### src/rtl/burst_reader_pkg.sv
// Shared types and helpers for the burst_reader Avalon-MM read master.
// Holds the controller state encoding, the default buffer geometry and the burst sizing helper.
package burst_reader_pkg;

    typedef enum logic [2:0] {
        IDLE  = 3'd0,
        CHECK = 3'd1,
        ISSUE = 3'd2,
        DATA  = 3'd3,
        DRAIN = 3'd4,
        DONE  = 3'd5
    } state_t;

    localparam int FIFO_DEPTH_DEF = 32;
    localparam int FIFO_AW        = $clog2(FIFO_DEPTH_DEF);

    function automatic logic [31:0] min_len(input logic [31:0] a, input logic [31:0] b);
        logic [31:0] r;
        if (a < b) begin
            r = a;
        end else begin
            r = b;
        end
        return r;
    endfunction

endpackage

### src/rtl/burst_reader_fifo.sv
// Show-ahead stream buffer: storage array plus a registered head word, so the
// head data/valid leave the block straight from flops. count covers array and head.
module stream_fifo
    import burst_reader_pkg::*;
#(
    parameter int WIDTH = 17,
    parameter int DEPTH = 1 << FIFO_AW
) (
    input  logic                       clock,
    input  logic                       clock_areset_n,
    input  logic                       wr_en,
    input  logic [WIDTH-1:0]           wr_data,
    input  logic                       rd_en,
    output logic [WIDTH-1:0]           rd_data,
    output logic                       rd_valid,
    output logic [$clog2(DEPTH):0]     count
);

    localparam int AW = $clog2(DEPTH);
    localparam logic [AW-1:0] PTR_ONE = AW'(1);
    localparam logic [AW:0]   CNT_ONE = (AW + 1)'(1);

    logic [WIDTH-1:0] mem_r [DEPTH];
    logic [AW-1:0]    wr_ptr_r;
    logic [AW-1:0]    rd_ptr_r;
    logic [AW:0]      mem_cnt_r;
    logic [AW:0]      count_r;
    logic [WIDTH-1:0] head_r;
    logic             head_valid_r;

    logic pop_s;
    logic load_s;
    logic mem_rd_s;
    logic bypass_s;
    logic mem_wr_s;

    // Head refill decision: an empty array lets a push land straight in the head.
    always_comb begin
        pop_s    = head_valid_r & rd_en;
        load_s   = ~head_valid_r | pop_s;
        mem_rd_s = load_s & (mem_cnt_r != {(AW + 1){1'b0}});
        bypass_s = load_s & (mem_cnt_r == {(AW + 1){1'b0}}) & wr_en;
        mem_wr_s = wr_en & ~bypass_s;
    end

    // Storage array write port; contents are don't-care once pointers reset.
    always_ff @(posedge clock) begin
        if (mem_wr_s) begin
            mem_r[wr_ptr_r] <= wr_data;
        end
    end

    // Pointers, occupancy and registered head word.
    always_ff @(posedge clock or negedge clock_areset_n) begin
        if (!clock_areset_n) begin
            wr_ptr_r     <= {AW{1'b0}};
            rd_ptr_r     <= {AW{1'b0}};
            mem_cnt_r    <= {(AW + 1){1'b0}};
            count_r      <= {(AW + 1){1'b0}};
            head_r       <= {WIDTH{1'b0}};
            head_valid_r <= 1'b0;
        end else begin
            if (mem_wr_s) begin
                wr_ptr_r <= wr_ptr_r + PTR_ONE;
            end
            if (mem_rd_s) begin
                rd_ptr_r     <= rd_ptr_r + PTR_ONE;
                head_r       <= mem_r[rd_ptr_r];
                head_valid_r <= 1'b1;
            end else if (bypass_s) begin
                head_r       <= wr_data;
                head_valid_r <= 1'b1;
            end else if (load_s) begin
                head_valid_r <= 1'b0;
            end
            case ({mem_wr_s, mem_rd_s})
                2'b10:   mem_cnt_r <= mem_cnt_r + CNT_ONE;
                2'b01:   mem_cnt_r <= mem_cnt_r - CNT_ONE;
                default: mem_cnt_r <= mem_cnt_r;
            endcase
            case ({wr_en, pop_s})
                2'b10:   count_r <= count_r + CNT_ONE;
                2'b01:   count_r <= count_r - CNT_ONE;
                default: count_r <= count_r;
            endcase
        end
    end

    assign rd_data  = head_r;
    assign rd_valid = head_valid_r;
    assign count    = count_r;

endmodule

### src/rtl/burst_reader.sv
// Avalon-MM burst read master: splits a (address, length) command into bursts of
// at most MAXBURST beats, one outstanding at a time, and streams the words out.
module burst_reader
    import burst_reader_pkg::*;
#(
    parameter int WIDTHA     = 10,
    parameter int WIDTHD     = 16,
    parameter int WIDTHB     = 8,
    parameter int WIDTHL     = 16,
    parameter int MAXBURST   = 16,
    parameter int FIFO_DEPTH = FIFO_DEPTH_DEF
) (
    input  logic              clock,
    input  logic              clock_areset_n,
    input  logic              cmd_valid,
    output logic              cmd_ready,
    input  logic [WIDTHA-1:0] cmd_address,
    input  logic [WIDTHL-1:0] cmd_length,
    output logic [WIDTHA-1:0] m_address,
    output logic [WIDTHB-1:0] m_burstcount,
    output logic              m_read,
    input  logic              m_waitrequest,
    input  logic [WIDTHD-1:0] m_readdata,
    input  logic              m_readdatavalid,
    output logic [WIDTHD-1:0] out_data,
    output logic              out_valid,
    input  logic              out_ready,
    output logic              out_last,
    output logic              busy,
    output logic              done
);

    localparam int CW = $clog2(FIFO_DEPTH) + 1;

    state_t state_r;
    state_t state_next_s;

    logic [WIDTHA-1:0] addr_r;
    logic [WIDTHL-1:0] remaining_r;
    logic [WIDTHB-1:0] bsize_r;
    logic [WIDTHB-1:0] beats_r;
    logic              m_read_r;
    logic [WIDTHA-1:0] m_address_r;
    logic [WIDTHB-1:0] m_burstcount_r;
    logic              cmd_ready_r;
    logic              busy_r;
    logic              done_r;

    logic [WIDTHL-1:0] len_src_s;
    logic [WIDTHL-1:0] bsize_full_s;
    logic [WIDTHB-1:0] bsize_s;
    logic [CW-1:0]     fifo_count_s;
    logic [CW-1:0]     free_s;
    logic              space_ok_s;
    logic              final_beat_s;
    logic              last_s;
    logic              accept_s;
    logic              load_burst_s;
    logic              grant_s;
    logic              push_s;
    logic [WIDTHD:0]   fifo_head_s;
    logic              fifo_valid_s;

    // Burst sizing and buffer space test; in IDLE the incoming length is sized so
    // the first request can go out right after the command handshake.
    always_comb begin
        len_src_s    = (state_r == IDLE) ? cmd_length : remaining_r;
        bsize_full_s = WIDTHL'(min_len(32'(len_src_s), 32'(MAXBURST)));
        bsize_s      = WIDTHB'(bsize_full_s);
        free_s       = CW'(FIFO_DEPTH) - fifo_count_s;
        space_ok_s   = (32'(free_s) >= 32'(bsize_s));
        final_beat_s = (beats_r == (bsize_r - WIDTHB'(1)));
        last_s       = (remaining_r == {WIDTHL{1'b0}}) & final_beat_s;
    end

    // Next-state and per-cycle control strobes.
    always_comb begin
        state_next_s = state_r;
        accept_s     = 1'b0;
        load_burst_s = 1'b0;
        grant_s      = 1'b0;
        push_s       = 1'b0;
        case (state_r)
            IDLE: begin
                if (cmd_valid && cmd_ready_r) begin
                    accept_s = 1'b1;
                    if (cmd_length == {WIDTHL{1'b0}}) begin
                        state_next_s = DONE;
                    end else if (space_ok_s) begin
                        state_next_s = ISSUE;
                        load_burst_s = 1'b1;
                    end else begin
                        state_next_s = CHECK;
                    end
                end else begin
                    state_next_s = IDLE;
                end
            end
            CHECK: begin
                if (space_ok_s) begin
                    state_next_s = ISSUE;
                    load_burst_s = 1'b1;
                end else begin
                    state_next_s = CHECK;
                end
            end
            ISSUE: begin
                if (!m_waitrequest) begin
                    grant_s      = 1'b1;
                    state_next_s = DATA;
                end else begin
                    state_next_s = ISSUE;
                end
            end
            DATA: begin
                if (m_readdatavalid) begin
                    push_s = 1'b1;
                    if (final_beat_s) begin
                        if (remaining_r != {WIDTHL{1'b0}}) begin
                            state_next_s = CHECK;
                        end else begin
                            state_next_s = DRAIN;
                        end
                    end else begin
                        state_next_s = DATA;
                    end
                end else begin
                    state_next_s = DATA;
                end
            end
            DRAIN: begin
                if (fifo_valid_s && out_ready && fifo_head_s[0]) begin
                    state_next_s = DONE;
                end else begin
                    state_next_s = DRAIN;
                end
            end
            DONE: begin
                state_next_s = IDLE;
            end
            default: begin
                state_next_s = IDLE;
            end
        endcase
    end

    // State register.
    always_ff @(posedge clock or negedge clock_areset_n) begin
        if (!clock_areset_n) begin
            state_r <= IDLE;
        end else begin
            state_r <= state_next_s;
        end
    end

    // Status outputs; cmd_ready waits one cycle after DONE so it only ever shows in IDLE.
    always_ff @(posedge clock or negedge clock_areset_n) begin
        if (!clock_areset_n) begin
            cmd_ready_r <= 1'b0;
            busy_r      <= 1'b0;
            done_r      <= 1'b0;
        end else begin
            cmd_ready_r <= (state_next_s == IDLE) && (state_r != DONE);
            busy_r      <= (state_next_s != IDLE) && (state_next_s != DONE);
            done_r      <= (state_next_s == DONE);
        end
    end

    // Command bookkeeping and the Avalon request registers.
    always_ff @(posedge clock or negedge clock_areset_n) begin
        if (!clock_areset_n) begin
            addr_r         <= {WIDTHA{1'b0}};
            remaining_r    <= {WIDTHL{1'b0}};
            bsize_r        <= {WIDTHB{1'b0}};
            beats_r        <= {WIDTHB{1'b0}};
            m_read_r       <= 1'b0;
            m_address_r    <= {WIDTHA{1'b0}};
            m_burstcount_r <= {WIDTHB{1'b0}};
        end else begin
            if (accept_s) begin
                addr_r      <= cmd_address;
                remaining_r <= cmd_length;
            end
            if (load_burst_s) begin
                bsize_r        <= bsize_s;
                m_read_r       <= 1'b1;
                m_address_r    <= (state_r == IDLE) ? cmd_address : addr_r;
                m_burstcount_r <= bsize_s;
            end
            if (grant_s) begin
                m_read_r    <= 1'b0;
                addr_r      <= addr_r + WIDTHA'(bsize_r);
                remaining_r <= remaining_r - WIDTHL'(bsize_r);
                beats_r     <= {WIDTHB{1'b0}};
            end
            if (push_s) begin
                beats_r <= beats_r + WIDTHB'(1);
            end
        end
    end

    stream_fifo #(
        .WIDTH (WIDTHD + 1),
        .DEPTH (FIFO_DEPTH)
    ) u_fifo (
        .clock          (clock),
        .clock_areset_n (clock_areset_n),
        .wr_en          (push_s),
        .wr_data        ({m_readdata, last_s}),
        .rd_en          (out_ready),
        .rd_data        (fifo_head_s),
        .rd_valid       (fifo_valid_s),
        .count          (fifo_count_s)
    );

    assign cmd_ready    = cmd_ready_r;
    assign busy         = busy_r;
    assign done         = done_r;
    assign m_read       = m_read_r;
    assign m_address    = m_address_r;
    assign m_burstcount = m_burstcount_r;
    assign out_data     = fifo_head_s[WIDTHD:1];
    assign out_last     = fifo_head_s[0];
    assign out_valid    = fifo_valid_s;

endmodule

### config.mk
export PLATFORM = sky130hd
export DESIGN_NAME = burst_reader
export DESIGN_NICKNAME = d
export VERILOG_FILES = /design/src/rtl/burst_reader_pkg.sv /design/src/rtl/burst_reader_fifo.sv /design/src/rtl/burst_reader.sv
export SDC_FILE = /design/constraint.sdc
export NUM_CORES = 1
export LEC_CHECK = 0
export ABC_AREA = 1
export CORE_ASPECT_RATIO = 0.7
export CORE_MARGIN = 5
export CORE_UTILIZATION = 58
export CTS_CLUSTER_DIAMETER = 100
export CTS_CLUSTER_SIZE = 24
export DETAILED_ROUTE_END_ITERATION = 8
export PLACE_DENSITY = 0.76
export SETUP_SLACK_MARGIN = 0.3
export SYNTH_ARGS = -nofsm -noshare
export SYNTH_HDL_FRONTEND = slang
export SYNTH_HIERARCHICAL = 1
export SYNTH_SLANG_ARGS = --single-unit
### constraint.sdc
create_clock -name clock -period 2.9 [get_ports clock]
set_input_delay 0.435 -clock clock [delete_from_list [all_inputs] [get_ports clock]]
set_output_delay 0.435 -clock clock [all_outputs]
set_load 0.01 [all_outputs]
# == Yosys cells after proc, flatten, opt, wreduce, memory -nomap -nowiden ==
# Memories as Yosys holds them, arrays and structs flattened.
# Index checks and enable logic that the tools add are counted.
# op_classes
add_sub_neg,11
n_mul,0
div_mod_pow,0
order_cmp,2
n_eq_ne,12
n_shift,0
muxes,39
n_bitwise,9
reduce_logical,20
# op_table
cell,n
16-bit 2-to-1 mux,3
17-bit 2-to-1 mux,2
16-bit zero test,2
10-bit 2-to-1 mux,3
8-bit 2-to-1 mux,3
6-bit one-hot mux with 2 select lines,2
1-bit 2-to-1 mux,18
16-bit by 5-bit less-than comparator with 1-bit output (second input constant),1
16-bit nonzero test,1
16-bit by 8-bit subtractor with 16-bit output,1
3-bit 2-to-1 mux,5
3-bit one-hot mux with 5 select lines,1
6-bit by 1-bit adder with 6-bit output (second input constant),2
2-bit nonzero test,6
6-bit by 1-bit subtractor with 6-bit output (second input constant),2
10-bit by 8-bit adder with 10-bit output,1
5-bit by 1-bit adder with 5-bit output (second input constant),2
8-bit by 1-bit adder with 8-bit output (second input constant),1
8-bit == test,1
6-bit by 8-bit greater-or-equal comparator with 1-bit output,1
8-bit by 1-bit subtractor with 8-bit output (second input constant),1
1-bit AND,6
3-bit by 2-bit == test with 1-bit output (second input constant),2
3-bit == test (second input constant),2
other kinds (14),24
# word_totals
register_bits,99
latchBits,0
ram_bits,544
rom_bits,0
output_inout_bits,40
wordCells,110
n_memories,1
# memory_table
name,words,width,read_ports,rd_ports_with_merged_regs,write_ports,line_no,text
u_fifo.mem_r,32,17,1,0,1,burst_reader_fifo.sv:23,logic [WIDTH-1:0] mem_r [DEPTH];

# == Depth between registers and ports, before layout ==
# Gate-level depths: netlist of the first run.
# logic_depth
ltp_word,11
depth_mapped,20
ltp_nobuf,19

# == Hierarchy ==
# The synthesis of the first run kept the hierarchy.
# modules_own_cells
module,instances,cells_per_inst,area_each_um2
stream_fifo,1,2372,24984.0
burst_reader,1,601,4252.8

# == Least setup slack after synthesis of the first run ==
# No wires, ideal clock.
# synth_timing
path_type,register to register
start,reg state_r[2]
end,reg u_fifo.mem_cnt_r[4]
setup_time_ns,0.082
arrival_ns,2.557
slack_ns,0.261
path_stages_with_launch,18
path_buffers,1
synth_period_minus_slack_ns,2.639
path_cell_list,dfrtp_1 > nor2_1 > inv_1 > nor2_1 > nand2_1 > inv_1 > o21ai_2 > ha_1 > clkbuf_2 > xnor2_1 > inv_1 > ha_1 > or2_2 > nand2_1 > nand2_1 > nand2_1 > nand3_1 > a31oi_1
# synth_via
elab_chain_len,7
elab_cells_between_ends,9
# synth_lines
element,line_no,text
"start, declared",burst_reader.sv:35,state_t state_r;
"start signal, assigned",burst_reader.sv:152,state_r <= state_next_s;
3-bit by 2-bit == test with 1-bit output *,burst_reader.sv:83,case (state_r)
1-bit 2-to-1 mux *,burst_reader.sv:83,
via push_s,burst_reader.sv:60,logic push_s;
1-bit AND,burst_reader_fifo.sv:42,bypass_s = load_s & (mem_cnt_r == {(AW + 1){1'b0}}) & wr_en;
1-bit inverter,burst_reader_fifo.sv:43,mem_wr_s = wr_en & ~bypass_s;
1-bit AND *,burst_reader_fifo.sv:43,
2-bit by 1-bit == test with 1-bit output / 2-bit == test (equally long branches),burst_reader_fifo.sv:76,"case ({mem_wr_s, mem_rd_s})"
6-bit one-hot mux with 2 select lines / 2-bit nonzero test (equally long branches),n/a,
"end signal, assigned",burst_reader_fifo.sv:77,2'b10: mem_cnt_r <= mem_cnt_r + CNT_ONE;
"end signal, assigned",burst_reader_fifo.sv:78,2'b01: mem_cnt_r <= mem_cnt_r - CNT_ONE;
"end signal, assigned",burst_reader_fifo.sv:79,default: mem_cnt_r <= mem_cnt_r;
"end, declared",burst_reader_fifo.sv:26,logic [AW:0] mem_cnt_r;
# Mark *: on every way through the listed nets, which the timed path passes. The rest lies on a longest branch.
# A chain may end at the register's enable or synchronous reset.

# == Worst setup path in the final report of the first run ==
# layout_timing
start,reg state_r[1]
end,"reg cmd_ready_r, in the netlist cmd_ready"
# layout_via
elab_chain_len,11
elab_cells_between_ends,16
# layout_lines
element,line_no,text
3-bit zero test,"burst_reader.sv:67, burst_reader.sv:83",
16-bit 2-to-1 mux,burst_reader.sv:67,len_src_s = (state_r == IDLE) ? cmd_length : remaining_r;
16-bit by 5-bit less-than comparator with 1-bit output,burst_reader_pkg.sv:19,if (a < b) begin
8-bit 2-to-1 mux,burst_reader_pkg.sv:19,
6-bit by 8-bit greater-or-equal comparator with 1-bit output,burst_reader.sv:71,space_ok_s = (32'(free_s) >= 32'(bsize_s));
2-bit 2-to-1 mux,"burst_reader.sv:89, burst_reader.sv:100",
3-bit 2-to-1 mux,burst_reader.sv:87,if (cmd_length == {WIDTHL{1'b0}}) begin
3-bit 2-to-1 mux,burst_reader.sv:85,if (cmd_valid && cmd_ready_r) begin
3-bit one-hot mux with 5 select lines *,burst_reader.sv:83,
via state_next_s[0],burst_reader.sv:36,state_t state_next_s;
3-bit zero test *,burst_reader.sv:163,cmd_ready_r <= (state_next_s == IDLE) && (state_r != DONE);
1-bit logical AND *,burst_reader.sv:163,
"end signal, assigned",burst_reader.sv:163,
"end, declared",burst_reader.sv:45,logic cmd_ready_r;
# Marks and branches as above.

==> impl_metrics.env, run 1 <==
export IMPL_io_buffers=87
export IMPL_dieArea_um2=55100
export IMPL_pwr_share_comb_pct=38.9
export IMPL_drive_gt1_share_pct=8.61
export IMPL_vias=21500
export IMPL_firstDrtPassIters=5
export IMPL_core_area_um2=49600
export IMPL_placed_area_um2=31700
export IMPL_intPower_uw=16200
export IMPL_path_cells="nor2_2 > inv_2 > nor2_4 > mux2i_1 > inv_2 > buf_6 > buf_6 > ha_4 > nand2_2 > inv_2 > nand4_1 > nand3_2 > buf_6 > o21ai_2 > nor2_2 > nand2_2 > nor2_4 > nand2_1 > nor2_2"
export IMPL_p_leak_uw=0.0137
export IMPL_cts_clk_slew_worst_paths_ns=0.11
export IMPL_synth_nets=3062
export IMPL_post_place_ws_ns=-0.428
export IMPL_gp_congestion=0.911
export IMPL_cp_end_kind="flip-flop"
export IMPL_final_area_um2=33000
export IMPL_crit_start="state_r[1]"
export IMPL_fin_hold_ws_ns=0.340
export IMPL_cp_num_buf_inv=6
export IMPL_slew_headroom_pct=26.9
export IMPL_antenna_found_initial=1
export IMPL_powerDensity_nw_per_um2=804
export IMPL_r2r_end="cmd_ready"
export IMPL_fin_skew_ns=0.0210
export IMPL_syn_inst=2973
export IMPL_tightest_slew_ns=1.09
export IMPL_nNetsFinal=3188
export IMPL_cpMaxStageDelayCell="dfrtp_1"
export IMPL_cts_buffers=30
export IMPL_cp_depth=19
export IMPL_totalWireLength_mm=75.6
export IMPL_grt_total_usage_pct=26.7
export IMPL_cp_start_kind="flip-flop"
export IMPL_slowest_delay_ns=0.42
export IMPL_clkPwrFrac_pct=18.0
export IMPL_r2r_start="state_r[1]"
export IMPL_maxCapViolations=0
export IMPL_dp_hpwl_mm=48.5
export IMPL_ff2ff_setup_slack_ns=0.28
export IMPL_finalPower_uw=26500
export IMPL_gr_total_overflow=0
export IMPL_vdd_drop_max_mv=0.526
export IMPL_synth_seq_cells=643
export IMPL_drc=0
export IMPL_stdcell_count=3788
export IMPL_setup_viol=0
export IMPL_die_y_um=198
export IMPL_clk_path_buf_depth=3
export IMPL_n_fill_cell=3729
export IMPL_cp_endpoint="cmd_ready"
export IMPL_hold_class="input port to async pin"
export IMPL_crit_type="flip-flop to flip-flop"
export IMPL_grt_max_degree=87
export IMPL_hold_violations=0
export IMPL_switchingPower_uw=10400
export IMPL_drtIter0Drc=2795
export IMPL_setup_slack_ns=0.284
export IMPL_avgViaCountPerCell=5.68
export IMPL_cts_sinks=643
export IMPL_ys_types=47
export IMPL_required_ns=3.45
export IMPL_initial_core_util_pct=58.9
export IMPL_period_needed_ns=2.62
export IMPL_switching_share_pct=39.1
export IMPL_cp_arrival_ns=3.17
export IMPL_grt_pass1_wl_mm=116
export IMPL_root_buffer="clkbuf_16"
export IMPL_pwr_share_seq_pct=43.0
export IMPL_reg2regPathDepth=19
export IMPL_rsz0062_at_grt="true"
export IMPL_status="complete, no violations"
export IMPL_num_rows=68
export IMPL_finalCritPeriodShare_pct=90.2
export IMPL_ioPinCount=88
export IMPL_syn_area_um2=29200
export IMPL_synth_warnings=6
export IMPL_placed_cells=3709
export IMPL_die_w_um=278
export IMPL_cts_tree="yes"
export IMPL_grt_pass1_vias=20700
export IMPL_cp_top_family="simple AND/OR/NAND/NOR gates"
export IMPL_ant_nets=0
export IMPL_fmax_ghz=0.382
export IMPL_seq_area_frac_synth_pct=64.3
export IMPL_critPathMaxFanout=6
export IMPL_area_growth_pct=12.8
export IMPL_diodes=0
export IMPL_cts_max_level=1
export IMPL_avgSynthCellArea_um2=9.83
export IMPL_routedWlPerCell_um=20.0
export IMPL_maxSlewViolCount=0
export IMPL_clk_insertion_delay_late_ns=0.62
[per-stage QoR]
stage          TNS, ns  utilization, %
6_report             0            66.5
5_1_grt              0            66.5
4_1_cts              0            66.0
3_5_place_dp     -7.85            63.9
3_3_place_gp     -6.05            63.9
2_1_floorplan        0               -
[cells by family (layout without fill, tap and decap cells)]
kind of cell	Yosys count	count (layout)	share of synthesized area, %
XOR/XNOR	34	34	1.02
AND/OR/NAND/NOR	1555	1555	22.1
multiplexers	2	2	0.0685
adder cells (fa/ha/maj)	41	41	1.83
buffers and inverters	476	626	6.60
other	1	1	0.0128
flip-flops	643	643	64.3
AO/OA/AOI/OAI	221	221	4.05
[cells in the final DEF, fill, tap and decap left out, drive strengths merged, types with 3 or more instances in the layout]
cell type      instances
inv                  337
nand2                928
o211ai                 6
fa                     3
xor2                  21
a31oi                 14
clkbuf                56
o21ai                 75
o221ai                 3
xnor2                 13
edfxtp               544
dfrtp                 99
nor2                 230
nand3                371
nand4                 13
buf                  141
clkinv                 5
ha                    38
clkdlybuf4s50         86
a21oi                114
nor3                   6
[sequential cells by signal, indices dropped and copies added (netlist names), 6 cells and up]
signal	flops
u_fifo/mem_cnt_r	6
addr_r	10
u_fifo/rd_data	17
m_burstcount	8
m_address	10
u_fifo/mem_r	544
u_fifo/count	6
beats_r	8
remaining_r	16
[layer usage]
| layer | track usage (%) | up-vias | wire, um |
|---|---|---|---|
| li1 | - | 10000 | - |
| met1 | 38.4 | 10300 | 31100 |
| met2 | 43.2 | 1061 | 35200 |
| met3 | 4.93 | 117 | 7530 |
| met4 | 6.24 | 2 | 1760 |
| met5 | 0 | - | 7 |
[layout make-up]
cell class	instances	area, um2	area share, %
Clock buffer	55	866	2.63
Clock inverter	1	6.26	0.0190
Inverter	341	1290	3.93
Multi-Input combinational cell	1854	8700	26.4
Sequential cell	643	18800	57.1
Tap cell	665	832	2.52
Timing Repair Buffer	229	2450	7.43
[cells in the mapped netlist, drive strengths merged]
master | n | area share, %
nand2 | 928 | 12
nor3 | 6 | 0.10
inv | 336 | 4.3
a21oi | 114 | 2.0
a221oi | 2 | 0.060
ha | 38 | 1.6
mux2i | 2 | 0.068
o211ai | 6 | 0.15
edfxtp | 544 | 56
a22oi | 2 | 0.051
o32ai | 1 | 0.030
fa | 3 | 0.21
o2111ai | 1 | 0.030
nor2 | 230 | 3.1
xor2 | 21 | 0.63
a31oi | 14 | 0.30
dfrtp | 99 | 8.5
conb | 1 | 0.013
xnor2 | 13 | 0.39
o21a | 1 | 0.026
nor4 | 2 | 0.064
clkbuf | 31 | 0.40
o221ai | 3 | 0.090
clkinv | 5 | 0.064
nor3b | 1 | 0.026
o21ai | 75 | 1.3
buf | 104 | 1.8
and2 | 1 | 0.021
nand3b | 1 | 0.026
nand4 | 13 | 0.28
or2 | 2 | 0.043
nand3 | 371 | 6.4
o21bai | 1 | 0.026
a211oi | 1 | 0.026
[power by group through the flow]
stage / clock [uW] / sequential, uW / combinational [uW]
2_1_floorplan: 0 / 11400 / 6470
3_3_place_gp: 0 / 11600 / 9550
3_5_place_dp: 0 / 11600 / 9850
4_1_cts: 4850 / 11400 / 10000
5_1_grt: 5200 / 11500 / 11300
6_report: 4790 / 11400 / 10300
[worst min path at each step]
stage	start	endpoint	slack (ns)
final	clock_areset_n	u_fifo/rd_data[6]	0.34
after CTS	clock_areset_n	beats_r[7]	0.33
after floorplan	clock_areset_n	addr_r[0]	0.14
after detailed placement	clock_areset_n	u_fifo/rd_data[6]	0.44
after global routing	clock_areset_n	beats_r[7]	0.37
after global placement	clock_areset_n	u_fifo/rd_data[5]	0.43
[worst register-to-register path, cell delays in order (launching register included)]
cell	delay (ns)
dfrtp_1	0.42
nor2_2	0.13
inv_2	0.06
nor2_4	0.13
mux2i_1	0.23
inv_2	0.12
buf_6	0.14
buf_6	0.11
ha_4	0.26
nand2_2	0.04
inv_2	0.05
nand4_1	0.09
nand3_2	0.13
buf_6	0.11
o21ai_2	0.05
nor2_2	0.13
nand2_2	0.10
nor2_4	0.10
nand2_1	0.07
nor2_2	0.08
[what timing repair did]
item / 4_1_cts / 5_1_grt
pin swaps: 16 / 14
hold endpoints to repair: 29 / 0
gates cloned: 0 / 1
setup endpoints to repair: 21 / 541
resized for setup: 23 / 36
hold buffers: 1 / 0
buffers inserted: 7 / 14
Note: power is estimated with default switching activity, not from simulation.
==> run 2, diff against run 1 <==
SLEW_MARGIN = 20   (was default)
==> results of run 2 <==
The final DEF is identical to that of run 1; final timing and power are the same.
